## src/rtl/mlp_pkg.sv

```systemverilog
// Shared definitions for the mlp_98 input path: default frame geometry and packer FSM states.
package mlp_pkg;

    localparam int N1_DEFAULT  = 98;
    localparam int W_X_DEFAULT = 4;

    typedef enum logic [1:0] {
        FILL  = 2'd0,
        WAIT  = 2'd1,
        DRAIN = 2'd2
    } packer_state_t;

endpackage

```

## src/rtl/mlp_issue_throttle.sv

```systemverilog
// Enforces a minimum spacing of MIN_GAP cycles between consecutive frame issues.
// Counter starts saturated so the first frame after reset may issue at once.
module mlp_issue_throttle #(
    parameter int MIN_GAP = 1
) (
    input  logic clk,
    input  logic rst,
    input  logic issue,
    output logic gap_ok
);

    localparam int              CW  = $clog2(MIN_GAP + 1);
    localparam logic [CW-1:0]   SAT = CW'(MIN_GAP);

    logic [CW-1:0] gap_cnt;

    // NOTE: sequential state is always updated with <= so every register samples pre-edge values.
    always_ff @(posedge clk) begin
        if (rst) begin
            gap_cnt <= SAT;
        end else if (issue) begin
            gap_cnt <= CW'(1);
        end else if (gap_cnt != SAT) begin
            gap_cnt <= gap_cnt + 1'b1;
        end
    end

    assign gap_ok = (gap_cnt == SAT);

endmodule

```

## src/rtl/mlp_in_packer.sv

```systemverilog
// Packs a serial stream of N1 feature words into the parallel mlp_98 input lanes.
// Optional build macro MLP_IN_PACKER_ERRCNT_EN adds a saturating 16-bit err_count output.
module mlp_in_packer
    import mlp_pkg::*;
#(
    parameter int N1      = N1_DEFAULT,
    parameter int W_X     = W_X_DEFAULT,
    parameter int MIN_GAP = 1
) (
    input  logic                  clk,
    input  logic                  rst,
    input  logic                  s_valid,
    output logic                  s_ready,
    input  logic [W_X-1:0]        s_data,
    input  logic                  s_last,
    output logic [N1/2*W_X-1:0]   in_mag,
    output logic [N1/2-1:0]       in_pol,
    output logic                  frame_valid,
    output logic                  frame_err
`ifdef MLP_IN_PACKER_ERRCNT_EN
    ,
    output logic [15:0]           err_count
`endif
);

    localparam int                HALF     = N1 / 2;
    localparam int                IDX_W    = $clog2(N1);
    localparam logic [IDX_W-1:0]  LAST_IDX = IDX_W'(N1 - 1);

    packer_state_t       state_q, state_d;
    logic [IDX_W-1:0]    idx_q, idx_d;
    logic [HALF*W_X-1:0] mag_buf, mag_next;
    logic [HALF-1:0]     pol_buf, pol_next;
    logic                issue, err_d, gap_ok;

    mlp_issue_throttle #(.MIN_GAP(MIN_GAP)) u_throttle (
        .clk    (clk),
        .rst    (rst),
        .issue  (issue),
        .gap_ok (gap_ok)
    );

    // NOTE: every always_comb output gets a default first, so no path can infer a latch.
    always_comb begin
        state_d = state_q;
        idx_d   = idx_q;
        issue   = 1'b0;
        err_d   = 1'b0;
        s_ready = 1'b0;
        case (state_q)
            FILL: begin
                s_ready = 1'b1;
                if (s_valid) begin
                    if (idx_q == LAST_IDX) begin
                        idx_d = '0;
                        if (!s_last) begin
                            err_d   = 1'b1;
                            state_d = DRAIN;
                        end else if (gap_ok) begin
                            issue = 1'b1;
                        end else begin
                            state_d = WAIT;
                        end
                    end else if (s_last) begin
                        err_d = 1'b1;
                        idx_d = '0;
                    end else begin
                        idx_d = idx_q + 1'b1;
                    end
                end
            end
            WAIT: begin
                if (gap_ok) begin
                    issue   = 1'b1;
                    state_d = FILL;
                end
            end
            DRAIN: begin
                s_ready = 1'b1;
                if (s_valid && s_last) begin
                    state_d = FILL;
                end
            end
            default: state_d = FILL;
        endcase
        if (rst) begin
            s_ready = 1'b0;
        end
    end

    // Buffer image including the word arriving this cycle, so the last word issues without a bubble.
    always_comb begin
        mag_next = mag_buf;
        pol_next = pol_buf;
        if (state_q == FILL && s_valid) begin
            for (int i = 0; i < HALF; i++) begin
                if (idx_q == IDX_W'(i)) begin
                    mag_next[i*W_X +: W_X] = s_data;
                end
                if (idx_q == IDX_W'(HALF + i)) begin
                    pol_next[i] = s_data[0];
                end
            end
        end
    end

    // NOTE: the fill buffer has no reset; every lane is rewritten before any frame is copied out.
    always_ff @(posedge clk) begin
        mag_buf <= mag_next;
        pol_buf <= pol_next;
    end

    always_ff @(posedge clk) begin
        if (rst) begin
            state_q     <= FILL;
            idx_q       <= '0;
            in_mag      <= '0;
            in_pol      <= '0;
            frame_valid <= 1'b0;
            frame_err   <= 1'b0;
        end else begin
            state_q     <= state_d;
            idx_q       <= idx_d;
            frame_valid <= issue;
            frame_err   <= err_d;
            if (issue) begin
                in_mag <= mag_next;
                in_pol <= pol_next;
            end
        end
    end

`ifdef MLP_IN_PACKER_ERRCNT_EN
    always_ff @(posedge clk) begin
        if (rst) begin
            err_count <= '0;
        end else if (err_d && err_count != 16'hFFFF) begin
            err_count <= err_count + 16'd1;
        end
    end
`endif

endmodule

```

## config.mk

```make
export PLATFORM = sky130hd
export DESIGN_NAME = mlp_in_packer
export DESIGN_NICKNAME = d
export VERILOG_FILES = /design/src/rtl/mlp_pkg.sv /design/src/rtl/mlp_issue_throttle.sv /design/src/rtl/mlp_in_packer.sv
export SDC_FILE = /design/constraint.sdc
export NUM_CORES = 1
export LEC_CHECK = 0
export CAP_MARGIN = 30
export CORE_MARGIN = 3
export CORE_UTILIZATION = 48
export DETAILED_ROUTE_END_ITERATION = 7
export PLACE_DENSITY = 0.84
export SLEW_MARGIN = 10
export SYNTH_ARGS = -nofsm -noshare
export SYNTH_HDL_FRONTEND = slang
export SYNTH_SLANG_ARGS = --single-unit
```

## constraint.sdc

```tcl
create_clock -name clk -period 3.3 [get_ports clk]
set_input_delay 0.825 -clock clk [delete_from_list [all_inputs] [get_ports clk]]
set_output_delay 0.825 -clock clk [all_outputs]
set_load 0.02 [all_outputs]
```

# Word-level counts from Yosys, hierarchy flattened
# Cells that the tools add are included.
# totals
reg_bits,502
output_inout_bits,248
word_cells,245
# classes
add_sub_neg,2
eq_ne,104
muxes,119
bitwise_logic,2
reduce_logical,9
# op_table
op,count
"7-bit equality test, second input constant",34
"7-bit by 6-bit equality test with 1-bit output, second input constant",32
196-bit two-way mux,1
4-bit two-way mux,49
"7-bit by 5-bit equality test with 1-bit output, second input constant",16
1-bit two-way mux,58
"7-bit by 4-bit equality test with 1-bit output, second input constant",8
49-bit two-way mux,1
"7-bit by 3-bit equality test with 1-bit output, second input constant",4
"7-bit by 2-bit equality test with 1-bit output, second input constant",2
7-bit two-way mux,2
2-bit two-way mux,6
"7-bit by 1-bit adder with 7-bit output, second input constant",1
"7-bit by 1-bit equality test with 1-bit output, second input constant",1
7-bit zero test,1
"2-bit inequality test, second input constant",3
2-bit one-hot mux with 3 select lines,1
3-bit OR reduction,2
5-bit AND reduction,1
"3-bit inequality test, second input constant",1
"2-bit by 1-bit equality test with 1-bit output, second input constant",1
"2-bit equality test, second input constant",1
1-bit logical AND,2
2-bit zero test,1
6 further kinds,7

# Logic depth before layout (Yosys ltp)
# Gate-level depths: netlist of run 1.
# logic_depth
ltp_word,6
ltp_mapped,9

# Modules after synthesis
# A second synthesis of run 1 with hierarchy kept.
# hier_totals
hier_cells,1800
area_unflattened_um2,18978.2
# by_module_without_submodules
module,instances,cells_each,area_per_inst_um2
mlp_in_packer,1,1798,18954.4
mlp_issue_throttle,1,2,23.8

# Worst setup path before layout of run 1
# OpenSTA, ideal clock, no wires.
# synth_path
path_kind,input port to flip-flop
from,in s_valid
to,reg in_mag[112]
setup_time_ns,0.117
arrival_ns,2.429
required_ns,3.183
slack_ns,0.753
stages,6
path_buffers,2
cell_sequence,buf_2 -> nand2_1 -> buf_4 -> nor3_2 -> mux2_2 -> a32o_1
# synth_via
elab_chain_len,2
word_cells_on_any_way,4
cone_classes,3 x mux; 1 x reduce/logical
# synth_rtl
item,line,source
"start, declared",mlp_in_packer.sv:12,"input logic s_valid,"
1-bit logical AND,mlp_in_packer.sv:95,if (state_q == FILL && s_valid) begin
196-bit two-way mux,mlp_in_packer.sv:95,
via mag_next[112],mlp_in_packer.sv:32,"logic [HALF*W_X-1:0] mag_buf, mag_next;"
"end signal, assigned",mlp_in_packer.sv:127,in_mag <= mag_next;
"end, declared",mlp_in_packer.sv:16,"output logic [N1/2*W_X-1:0] in_mag,"
# The timed path passes the listed nets, and every way through them passes these cells.
# A chain may end at the register's enable or synchronous reset.

# Final worst setup path of run 1
# layout_path
from,in rst
to,out s_ready
# layout_via
elab_chain_len,1
# layout_rtl
item,line,source
"start, declared",mlp_in_packer.sv:11,"input logic rst,"
1-bit two-way mux,mlp_in_packer.sv:86,if (rst) begin
"end, declared",mlp_in_packer.sv:13,"output logic s_ready,"
# No other way between the ends.

==> results.txt, run 1 <==
----------------------------------------------------
[Critical path]
  Path type of the worst setup path ... in2out
  Kind of end point of the critical path ... primary output
  Endpoint of the worst-slack reg-to-reg timing path ... in_mag[20]
  Arrival time worst endpoint ... 2.00 ns
  Termination of the worst setup path ... s_ready
  Setup slack on the worst flop-to-flop path ... 0.67 ns
  Maximum fanout encountered on the critical timing path ... 2
  Depth of the most critical reg-to-reg path ... 5
  Start of the worst register-to-register path ... idx_q[2]
  Startpoint of the worst setup timing path ... rst
  Req. time, crit path ... 2.47 ns
  Setup crit start kind ... input port

[Placement]
  HPWL after detailed placement ... 26700 µm
  Last weighted congestion value of the routability-driven placer ... 0.7480
  Placed instance count ... 1901
  Input/output buffers ... 255

[Floorplanning]
  Effective utilization at floorplan ... 48.78%
  Die height ... 196.1 µm
  Floorplan row count ... 69
  Area inside the core boundary ... 35570 µm²
  Die ar. ... 38470 µm²
  I/O pin count ... 256
  Horiz. Die Dim ... 196.1 µm

[Yosys]
  Post-Syn Nets ... 1305
  Sequential element share of the synthesized area ... 57.92%
  Warning count from the yosys run ... 0
  Count of unique library cells instantiated by Yosys ... 41
  Cell type contributing the most total cell area after synthesis ... sky130_fd_sc_hd__dfxtp_1
  Cells after Synth ... 1293
  Synth Area per Inst ... 13.42 µm²
  Post-synth top area share ... 57.92%
  Register bit total from synthesis ... 502
  Cell area after synthesis ... 17350 µm²
  Cell types with the largest area share after synthesis ... sky130_fd_sc_hd__dfxtp_1 58%, sky130_fd_sc_hd__mux2_2 15%, sky130_fd_sc_hd__a32o_1 14%

[Clock tree]
  CTS buffer count ... 49
  Sink Count ... 502
  Clk Tree Root Cell ... sky130_fd_sc_hd__clkbuf_16
  Count of H-tree levels built during CTS ... 2
  Number of post-CTS setup repair buffers ... 0
  Clock Pin Slew Worst Setup and Hold Paths ... 0.06 ns
  Cts hold-fix bufs ... 0
  Clock Tree Buf Depth ... 3
  Insertion delay to the later sink of the worst-skew pair ... 0.57 ns
  TritonCTS clock tree ... yes
  CTS resizes ... 0

[STA]
  Final number of hold-violating endpoints ... 0
  Setup Total Neg Slack ... 0 ns
  Headroom to the max-slew limit ... 37.05%
  Total of endpoints with negative setup slack in the final report ... 0
  RSZ-0062 raised after global routing ... false
  Slew of the pin with the lowest slew margin ... 0.9443 ns
  Clk_skew ... 0.01728 ns
  Achievable Freq ... 353.4 MHz
  Max Transition Viols Final ... 0
  Tcrit/Tclk final ... 85.76%
  Crit path time final ... 2.830 ns

[Detailed routing]
  Routed via count divided by cell count ... 5.933
  Routed WL per cell ... 21.92 µm
  Number of search-and-repair iterations in the first detailed-routing pass ... 5
  Number of nets still failing antenna checks after routing ... 0
  DRC violation count after routing ... 0
  Overall via count from detail_route ... 11800
  Total Wirelength ... 43610 µm
  Violation count after the first detailed-routing iteration ... 821

[Status]
  Status ... finished, final reports clean

[Layout]
  Net count reported at finish ... 1503
  Most common cell after layout, fill and taps aside ... sky130_fd_sc_hd__dfxtp_1
  Filler cell count ... 2713
  Commonest non-fill, non-tap cells in the layout ... 501 x sky130_fd_sc_hd__dfxtp_1, 251 x sky130_fd_sc_hd__clkdlybuf4s50_1, 245 x sky130_fd_sc_hd__a32o_1, 233 x sky130_fd_sc_hd__mux2_2, 51 x sky130_fd_sc_hd__clkbuf_16
  Number of cells in the finished layout apart from fillers ... 1989
  Layout Area Growth over Synthesis ... 26.03%
  Fraction of final layout cells sized beyond drive strength 1 ... 27.65%

[Global route]
  Global route total overflow ... 0
  Pin count of the biggest net entering global routing ... 184
  Number of antenna violations at the first check in global routing ... 2
  Via count of the first global-routing pass ... 11920
  Overall global routing resource usage ... 21.91%
  Global-route wire length before repair ... 67620 µm

[Power]
  Pwr per Cell Area ... 553.1 nW/µm²
  Standby leakage power ... 8.189 nW
  Overall power of the completed layout ... 12.10 mW
  Worst vdd ir ... 0.4723 mV

[Run]
  # Max-Cap Violations ... 0

[Worst hold path]
  Hold WC Path Type ... reg2reg

----------------------------------------------------
power breakdown:
| part | switching (mW) | leakage, nW | internal [mW] |
|---|---|---|---|
| Clock | 2.28 | 0.806 | 3.36 |
| Combinational | 0.239 | 3.34 | 0.0922 |
| Sequential | 0.0140 | 4.05 | 6.11 |
| Total | 2.53 | 8.19 | 9.56 |
state kept, by name, indices dropped and copies added, names as in the netlist:
name,flops
frame_err,1
frame_valid,1
idx_q,7
in_mag,196
in_pol,49
mag_buf,196
pol_buf,49
state_q,2
u_throttle.gap_ok,1
cell families after synthesis:
group           after synthesis  synth area share (%)
flops                       502                 57.92
compound gates              253                 14.46
mux                         245                 16.16
buf+inv                     146                 3.923
simple gates                136                 6.930
xor+xnor                      6                0.3029
fa+ha+maj                     4                0.2884
other cells                   1               0.02161
routing by layer:
layer | vias up | routed length, µm | GRT usage [%]
li1 | 5362 | - | -
met1 | 5947 | 18390 | 28.78
met2 | 420 | 20920 | 35.77
met3 | 72 | 3091 | 5.255
met4 | 0 | 1203 | 7.235
met5 | - | 0 | 0
stage by stage:
stage / worst slack (ns) / area [µm²] / hold slack (ns) / utilization [%]
2_1_floorplan: 0.7532 / 17350 / 0.4471 / -
3_3_place_gp: 0.2912 / 20220 / 0.4460 / 56.86
3_5_place_dp: 0.2471 / 20220 / 0.4545 / 56.86
4_1_cts: 0.4584 / 21860 / 0.4683 / 61.47
5_1_grt: 0.4193 / 21870 / 0.4792 / 61.47
6_report: 0.4701 / 21870 / 0.4637 / 61.48
layout make-up:
cell class / count / area (µm²) / share of cell area (%)
flip-flops and latches: 502 / 10050 / 45.97
well taps: 461 / 576.8 / 2.638
multi-input cells: 645 / 6655 / 30.43
clock buffers: 72 / 1455 / 6.654
clock inverters: 14 / 183.9 / 0.8411
repair buffers: 288 / 2920 / 13.35
inverters: 5 / 18.77 / 0.08582
diodes: 2 / 5.005 / 0.02289
synth_stat cells, drive strengths merged:
cell type  count
inv            5
clkbuf        86
or4            1
mux2         245
or3b           3
ha             4
a211oi         1
or4b           2
a21oi          2
nand2          7
a211o          1
conb           1
nor2           9
and3           1
or3            1
a31oi          1
and2           1
nand4          1
nor3          99
nor3b          1
nand3          2
a2111oi        1
nor4b          1
nand3b         4
xnor2          3
dfxtp        502
nor2b          2
nand4bb        1
xor2           3
buf           55
a32o         245
o41ai          1
o22ai          1
worst max-delay path, cell delays in order:
cell and delay (ns):
sky130_fd_sc_hd__clkdlybuf4s50_1 0.41, sky130_fd_sc_hd__nor2_1 0.09, sky130_fd_sc_hd__clkdlybuf4s50_1 0.67
how the worst min path moves through the flow:
stage | depth (start not counted) | startpoint | to | slack, ns
after floorplan | 1 | mag_buf[144] | mag_buf[144] | 0.45
after global placement | 1 | in_mag[83] | in_mag[83] | 0.45
after detailed placement | 1 | in_mag[125] | in_mag[125] | 0.45
after CTS | 1 | in_mag[125] | in_mag[125] | 0.47
after global routing | 1 | in_mag[31] | in_mag[31] | 0.48
final | 1 | in_mag[85] | in_mag[85] | 0.46
No activity file was read; power rests on OpenSTA's default activity.
==> run 2, diff against run 1 <==
PLACE_DENSITY = 0.77   (was 0.84)
==> run 2 against run 1 <==
  * First-iteration DRC count increased by 5.2%
  * Clock skew increased by 0.0044 ns
  * Non-clock buffer count unchanged
  * Worst setup slack got worse by 0.019 ns
  * Critical path depth unchanged
  * Die area unchanged
  * Total power increased by 0.49%
  * Register-to-register slack about the same
  * Critical path type unchanged
  * Largest cell class unchanged
  * Largest power group unchanged
  * Highest routed layer is now met5
==> results.txt, run 2 (synthesized netlist as in run 1, its figures left out) <==
----------------------------------------------------
[Layout]
  Design Area, Final ... 21920 µm² (+0.23%)
  Number of cells in the finished layout apart from fillers ... 1993 (+0.20%)
  Most common cell after layout, fill and taps aside ... sky130_fd_sc_hd__dfxtp_1
  Layout Area Growth over Synthesis ... 26.32%
  Filler cell count ... 2789 (+2.8%)
  Net count reported at finish ... 1503 (unchanged)
  Commonest non-fill, non-tap cells in the layout ... 501 x sky130_fd_sc_hd__dfxtp_1, 251 x sky130_fd_sc_hd__clkdlybuf4s50_1, 245 x sky130_fd_sc_hd__a32o_1, 233 x sky130_fd_sc_hd__mux2_2, 51 x sky130_fd_sc_hd__clkbuf_16
  Fraction of final layout cells sized beyond drive strength 1 ... 28.02% (+0.37 points)
  Registers with the most flip-flops ... in_mag x196, mag_buf x196

[Floorplanning]
  Horiz. Die Dim ... 196.1 µm (unchanged)
  I/O pin count ... 256 (unchanged)
  Effective utilization at floorplan ... 48.78% (unchanged)
  Die ar. ... 38470 µm² (unchanged)
  Floorplan row count ... 69 (unchanged)
  Area inside the core boundary ... 35570 µm² (unchanged)
  Die height ... 196.1 µm (unchanged)

[Critical path]
  Path type of the worst setup path ... in2out
  Setup slack on the worst flop-to-flop path ... 0.68 ns (about the same)
  Req. time, crit path ... 2.47 ns (about the same)
  Cell type with the highest occurrence count on the critical path ... sky130_fd_sc_hd__clkdlybuf4s50_1
  Maximum fanout encountered on the critical timing path ... 2 (unchanged)
  Endpoint of the worst-slack reg-to-reg timing path ... in_mag[137]
  Start of the worst register-to-register path ... idx_q[5]
  Gate family responsible for the most delay along the worst path ... buffers and inverters
  Depth of the most critical reg-to-reg path ... 4 (-1)
  Maximum single-stage delay on the critical path ... 0.66 ns (about the same)
  Cells along the critical path ... clkdlybuf4s50_1, nor2_1, clkdlybuf4s50_1
  Arrival time worst endpoint ... 2.02 ns (+0.02 ns)
  Kind of end point of the critical path ... primary output
  Slowest stage cell on the critical path ... sky130_fd_sc_hd__clkdlybuf4s50_1
  WP buf/inv ... 2 (unchanged)
  Setup crit start kind ... input port

[Placement]
  Placed instance count ... 1901 (unchanged)
  HPWL after detailed placement ... 25410 µm (-4.8%)
  Post-Place Cell Area ... 20240 µm² (about the same)
  Last weighted congestion value of the routability-driven placer ... 0.7635 (+2.1%)
  Input/output buffers ... 255 (unchanged)

[Clock tree]
  TritonCTS clock tree ... yes
  Cts hold-fix bufs ... 0 (unchanged)
  CTS buffer count ... 49 (unchanged)
  Insertion delay to the later sink of the worst-skew pair ... 0.55 ns (-0.02 ns)
  Clock Pin Slew Worst Setup and Hold Paths ... 0.06 ns (about the same)
  Count of H-tree levels built during CTS ... 2 (unchanged)
  CTS resizes ... 0 (unchanged)
  Clk Tree Root Cell ... sky130_fd_sc_hd__clkbuf_16
  Number of post-CTS setup repair buffers ... 0 (unchanged)
  Clock Tree Buf Depth ... 3 (unchanged)
  Sink Count ... 502 (unchanged)

[Status]
  Status ... finished, final reports clean

[Detailed routing]
  Routed via count divided by cell count ... 5.877 (-0.95%)
  Routed WL per cell ... 21.55 µm (-1.7%)
  Violation count after the first detailed-routing iteration ... 864 (+5.2%)
  Overall via count from detail_route ... 11710 (-0.75%)
  Total Wirelength ... 42950 µm (-1.5%)
  Number of nets still failing antenna checks after routing ... 0 (unchanged)
  DRC violation count after routing ... 0 (unchanged)
  Number of search-and-repair iterations in the first detailed-routing pass ... 5 (unchanged)

[Global route]
  Number of antenna violations at the first check in global routing ... 2 (unchanged)
  Via count of the first global-routing pass ... 11520 (-3.4%)
  Overall global routing resource usage ... 21.36% (-0.56 points)
  Global-route wire length before repair ... 66340 µm (-1.9%)
  Global route total overflow ... 0 (unchanged)
  Pin count of the biggest net entering global routing ... 248 (+35%)

[STA]
  Total of endpoints with negative setup slack in the final report ... 0 (unchanged)
  Final number of hold-violating endpoints ... 0 (unchanged)
  Slew of the pin with the lowest slew margin ... 1.240 ns (+0.2956 ns)
  Tcrit/Tclk final ... 86.34% (+0.58 points)
  RSZ-0062 raised after global routing ... false
  Crit path time final ... 2.849 ns (+0.01914 ns)
  Clk_skew ... 0.02164 ns (+0.004358 ns)
  Hold WS ... 0.4622 ns (-0.001544 ns)
  Max Transition Viols Final ... 0 (unchanged)
  Headroom to the max-slew limit ... 17.34% (-20 points)
  Achievable Freq ... 351.0 MHz (-0.67%)
  Setup Total Neg Slack ... 0 ns (unchanged)

[Power]
  Overall power of the completed layout ... 12.15 mW (+0.49%)
  Pwr per Cell Area ... 554.5 nW/µm² (+0.26%)
  Standby leakage power ... 8.211 nW (+0.27%)
  Worst vdd ir ... 0.4380 mV (-7.3%)

[Worst hold path]
  Hold WC Path Type ... reg2reg
  Worst Hold Endpoint ... in_mag[131]
  Critical hold path startpoint ... in_mag[131]
  Min-Delay Path Depth ... 1 (unchanged)

[Run]
  # Max-Cap Violations ... 0 (unchanged)

----------------------------------------------------
## run 2: cell types whose count changed in the layout (fill, tap and decap cells not counted)
cell,change
sky130_fd_sc_hd__clkinvlp_4,+3
sky130_fd_sc_hd__buf_12,+1
sky130_fd_sc_hd__clkinv_4,-2
sky130_fd_sc_hd__clkbuf_1,-2
sky130_fd_sc_hd__clkinv_2,+4
sky130_fd_sc_hd__clkbuf_8,+1
sky130_fd_sc_hd__diode_2,-1
sky130_fd_sc_hd__inv_6,+1
sky130_fd_sc_hd__buf_4,-1
## run 2: worst max path at each step
stage,endpoint,cells after the start,from
after floorplan,in_mag[112],6,s_valid
after global placement,in_mag[168],8,s_valid
after detailed placement,in_mag[141],8,s_valid
after CTS,s_ready,3,rst
after global routing,s_ready,3,rst
final,s_ready,3,rst
## run 2: where the power goes
| part | switching [mW] | total (mW) | internal [mW] |
|---|---|---|---|
| Sequential | 0.0151 | 6.13 | 6.11 |
| Combinational | 0.244 | 0.334 | 0.0902 |
| Clock | 2.30 | 5.69 | 3.40 |
| Total | 2.56 | 12.2 | 9.60 |
## run 2: cell type report
class	instances	area, µm²	share of cell area (%)
multi-input combinational	645	6655	30.36
tap	461	576.8	2.632
antenna	1	2.502	0.01142
clock inverter	20	217.7	0.9933
sequential	502	10050	45.87
clock buffer	71	1461	6.667
inverter	5	18.77	0.08563
timing repair buffer	288	2933	13.38
## run 2: metal layers
metal,vias up,share of wire [%],GRT usage [%]
met2,386,47,34.60
met3,57,6.3,4.414
met4,2,1.8,5.492
met5,-,0.026,0
li1,5351,-,-
met1,5916,44,29.37
## run 2: stage by stage
stage                     util (%)  setup slack (ns)
after CTS                    61.62            0.4494
after floorplan                  -            0.7532
after global placement       56.89            0.2823
after global routing         61.62            0.4459
final                        61.62            0.4509
after detailed placement     56.89            0.2350
==> run 3, diff against run 2 <==
CELL_PAD_IN_SITES_DETAIL_PLACEMENT = 0   (was not set)
CELL_PAD_IN_SITES_GLOBAL_PLACEMENT = 2   (was not set)
CORE_UTILIZATION = 35   (was 48)
PLACE_DENSITY = 0.84   (was 0.77)
SYNTH_HIERARCHICAL = 1   (was not set)
==> run 3 against run 2 <==
  * Clock-buffer cell count is 7 higher
  * Utilization down 16 points
  * Via count grew 9.2%
  * Synthesized area is 9.4% higher
  * Clock skew decreased by 0.0060 ns
  * Sequential power about the same
  * Sequential cell count unchanged
==> results.txt, run 3 <==
----------------------------------------------------
[Floorplanning]
  Horiz. Die Dim ... 238.9 µm (+22%)
  Area inside the core boundary ... 53080 µm² (+49%)
  Effective utilization at floorplan ... 35.76% (-13 points)
  Floorplan row count ... 84 (+22%)
  I/O pin count ... 256 (unchanged)
  Die ar. ... 57050 µm² (+48%)
  Die height ... 238.9 µm (+22%)

[Layout]
  Most common cell after layout, fill and taps aside ... sky130_fd_sc_hd__dfxtp_1
  Layout Area Growth over Synthesis ... 26.86%
  Net count reported at finish ... 2020 (+34%)
  Sequential cell area ... 10050 µm² (about the same)
  Fraction of final layout cells sized beyond drive strength 1 ... 15.85% (-12 points)
  Filler cell count ... 4879 (+75%)
  Multi-input gate area in the final layout ... 7192 µm² (+8.1%)
  Commonest non-fill, non-tap cells in the layout ... 502 x sky130_fd_sc_hd__dfxtp_1, 255 x sky130_fd_sc_hd__nor2_1, 250 x sky130_fd_sc_hd__clkdlybuf4s50_1, 248 x sky130_fd_sc_hd__inv_1, 245 x sky130_fd_sc_hd__mux2i_1
  Registers with the most flip-flops ... in_mag x196, mag_buf x196
  Number of diodes added for antenna fixing ... 0 (-1)

[Yosys]
  Share of async-settable or async-resettable flops after synthesis ... 0% (unchanged)
  Cells after Synth ... 1800 (+39%)
  Commonest cells in the synthesized netlist ... 502 x sky130_fd_sc_hd__dfxtp_1, 255 x sky130_fd_sc_hd__nor2_1, 248 x sky130_fd_sc_hd__inv_1, 245 x sky130_fd_sc_hd__mux2i_1, 146 x sky130_fd_sc_hd__a211oi_1
  Post-Syn Nets ... 1812 (+39%)
  Register bit total from synthesis ... 502 (unchanged)
  Predominant post-synthesis flop cell ... sky130_fd_sc_hd__dfxtp_1
  Post-synth top area share ... 52.95% (-5.0 points)
  Cell area after synthesis ... 18980 µm² (+9.4%)
  Cell type contributing the most total cell area after synthesis ... sky130_fd_sc_hd__dfxtp_1
  Warning count from the yosys run ... 6 (+6)
  Sequential element share of the synthesized area ... 52.95% (-5.0 points)
  Cell types with the largest area share after synthesis ... sky130_fd_sc_hd__dfxtp_1 53%, sky130_fd_sc_hd__mux2i_1 13%, sky130_fd_sc_hd__a211oi_2 6.5%
  Synth Area per Inst ... 10.54 µm² (-21%)
  Number of enable flip-flop cells after synthesis ... 0 (unchanged)
  Count of unique library cells instantiated by Yosys ... 44 (+7.3%)
  Top-count cell post-synth ... sky130_fd_sc_hd__dfxtp_1

[STA]
  Headroom to the max-slew limit ... 13.64% (-3.7 points)
  Tcrit/Tclk final ... 81.85% (-4.5 points)
  Max Transition Viols Final ... 0 (unchanged)
  Total of endpoints with negative setup slack in the final report ... 0 (unchanged)
  Hold WS ... 0.4546 ns (-0.007538 ns)
  Setup Total Neg Slack ... 0 ns (unchanged)
  Crit path time final ... 2.701 ns (-0.1482 ns)
  Final number of hold-violating endpoints ... 0 (unchanged)
  Slew of the pin with the lowest slew margin ... 1.295 ns (+0.05550 ns)
  Achievable Freq ... 370.2 MHz (+5.5%)
  RSZ-0062 raised after global routing ... false
  Clk_skew ... 0.01562 ns (-0.006023 ns)

[Clock tree]
  CTS resizes ... 0 (unchanged)
  Count of H-tree levels built during CTS ... 2 (unchanged)
  TritonCTS clock tree ... yes
  Clk Tree Root Cell ... sky130_fd_sc_hd__clkbuf_16
  Cts hold-fix bufs ... 0 (unchanged)
  Number of post-CTS setup repair buffers ... 0 (unchanged)
  CTS buffer count ... 54 (+10%)
  Insertion delay to the later sink of the worst-skew pair ... 0.59 ns (+0.04 ns)
  Sink Count ... 502 (unchanged)
  Clock Tree Buf Depth ... 3 (unchanged)
  Clock Pin Slew Worst Setup and Hold Paths ... 0.06 ns (about the same)

[Power]
  Overall power of the completed layout ... 12.57 mW (+3.5%)
  Share of total power consumed by net switching ... 21.45% (+0.41 points)
  Clock network fraction of design power ... 48.9% (+2.1 points)
  Net switching power ... 2.698 mW (+5.5%)
  Worst vdd ir ... 0.3400 mV (-22%)
  Part of the power in registers ... 48.7% (-1.7 points)
  Combinational Power Share ... 2.4% (-0.4 points)
  Pwr per Cell Area ... 522.3 nW/µm² (-5.8%)
  Internal Pwr Total ... 9.877 mW (+2.9%)
  Standby leakage power ... 10.02 nW (+22%)

[Global route]
  Overall global routing resource usage ... 16.81% (-4.5 points)
  Global-route wire length before repair ... 75760 µm (+14%)
  Number of antenna violations at the first check in global routing ... 2 (unchanged)
  Via count of the first global-routing pass ... 12900 (+12%)
  Global route total overflow ... 0 (unchanged)
  Pin count of the biggest net entering global routing ... 196 (-21%)

[Worst hold path]
  Hold WC Path Type ... reg2reg

[Critical path]
  Kind of end point of the critical path ... flip-flop
  Maximum single-stage delay on the critical path ... 0.90 ns (+0.24 ns)
  Slowest stage cell on the critical path ... sky130_fd_sc_hd__or4b_2
  Cells along the critical path ... or4b_2, buf_4, or3_1, mux2i_1, a211oi_1
  Req. time, crit path ... 3.79 ns (+1.32 ns)
  Path type of the worst setup path ... reg2reg
  Setup crit start kind ... flip-flop
  Arrival time worst endpoint ... 3.19 ns (+1.17 ns)
  Maximum fanout encountered on the critical timing path ... 10 (+8)

[Detailed routing]
  Total Wirelength ... 48140 µm (+12%)
  DRC violation count after routing ... 0 (unchanged)
  Routed via count divided by cell count ... 4.672 (-20%)
  Number of nets still failing antenna checks after routing ... 0 (unchanged)
  Number of search-and-repair iterations in the first detailed-routing pass ... 4 (-1)
  Routed WL per cell ... 17.58 µm (-18%)
  Overall via count from detail_route ... 12790 (+9.2%)
  Violation count after the first detailed-routing iteration ... 558 (-35%)

[Placement]
  Input/output buffers ... 255 (unchanged)
  Last weighted congestion value of the routability-driven placer ... 0.7384 (-3.3%)
  HPWL after detailed placement ... 30980 µm (+22%)

[Status]
  Status ... finished, final reports clean

[Run]
  # Max-Cap Violations ... 0 (unchanged)

----------------------------------------------------
==> run 3: cell count changes in the layout (fill, tap and decap cells not counted), moves of 7 or more <==
cell,before,now
sky130_fd_sc_hd__a211oi_1,1,146
sky130_fd_sc_hd__a211oi_2,0,99
sky130_fd_sc_hd__a32o_1,245,0
sky130_fd_sc_hd__buf_12,12,20
sky130_fd_sc_hd__buf_4,22,32
sky130_fd_sc_hd__inv_1,5,248
sky130_fd_sc_hd__mux2_2,233,0
sky130_fd_sc_hd__mux2_4,12,0
sky130_fd_sc_hd__mux2i_1,0,245
sky130_fd_sc_hd__nor2_1,9,255
sky130_fd_sc_hd__nor3_1,49,15
sky130_fd_sc_hd__nor3_2,14,39
sky130_fd_sc_hd__nor3_4,36,29
sky130_fd_sc_hd__or3_1,1,17
==> run 3: cell families (layout without fill, tap and decap cells) <==
| family | count (synthesis) | after routing | synth area share (%) |
|---|---|---|---|
| mux | 245 | 245 | 12.92 |
| simple gates | 385 | 385 | 11.66 |
| xor+xnor | 6 | 6 | 0.2769 |
| compound gates | 253 | 253 | 12.72 |
| flops | 502 | 502 | 52.95 |
| buf+inv | 404 | 654 | 9.190 |
| other cells | 1 | 1 | 0.01976 |
| fa+ha+maj | 4 | 4 | 0.2637 |
==> run 3: final cells by class <==
class                      count  area share, %
clock buffer                  78          6.699
clock inverter                20         0.8887
inverter                     248          3.867
multi-input combinational    894          29.87
sequential                   502          41.74
tap                          688          3.576
timing repair buffer         308          13.36
==> run 3: worst max-delay path: cells and delay by family (launching register included) <==
kind                   cells  cell delay [ns]
AND/OR/NAND/NOR            2             1.42
multiplexers               1             0.20
buffers and inverters      1             0.26
AO/OA/AOI/OAI              1             0.28
flip-flops                 1             0.45
==> run 3: per-layer routing <==
metal | track usage, % | up-vias | routed length [µm]
met5 | 0 | - | 10
met4 | 4.710 | 2 | 965
met3 | 3.115 | 64 | 2085
met2 | 27.34 | 217 | 22290
met1 | 22.94 | 6097 | 22790
li1 | - | 6412 | -
==> run 3: worst paths after layout <==
kind	startpoint	to	slack, ns	cells after the start
worst max-delay path	state_q[0]	in_mag[101]	0.60	5
worst min-delay path	mag_buf[106]	mag_buf[106]	0.45	2
worst max register to register	state_q[0]	in_mag[101]	0.60	5
worst min register to register	mag_buf[106]	mag_buf[106]	0.45	2
==> run 3: through the flow <==
step	std cells	instance area (µm²)	util (%)	setup slack (ns)
after floorplan	1800	18980	-	0.6999
after global placement	2638	22210	41.84	0.3229
after detailed placement	2638	22210	41.84	0.2912
after CTS	2736	24030	45.28	0.5601
after global routing	2738	24080	45.36	0.4703
final	2738	24080	45.36	0.5991
==> run 3: power by group through the flow <==
stage	logic (mW)	clock network [mW]	registers [mW]
after floorplan	0.196	0	6.25
after global placement	0.301	0	6.26
after detailed placement	0.306	0	6.26
after CTS	0.304	6.34	6.12
after global routing	0.329	6.59	6.13
final	0.297	6.15	6.12
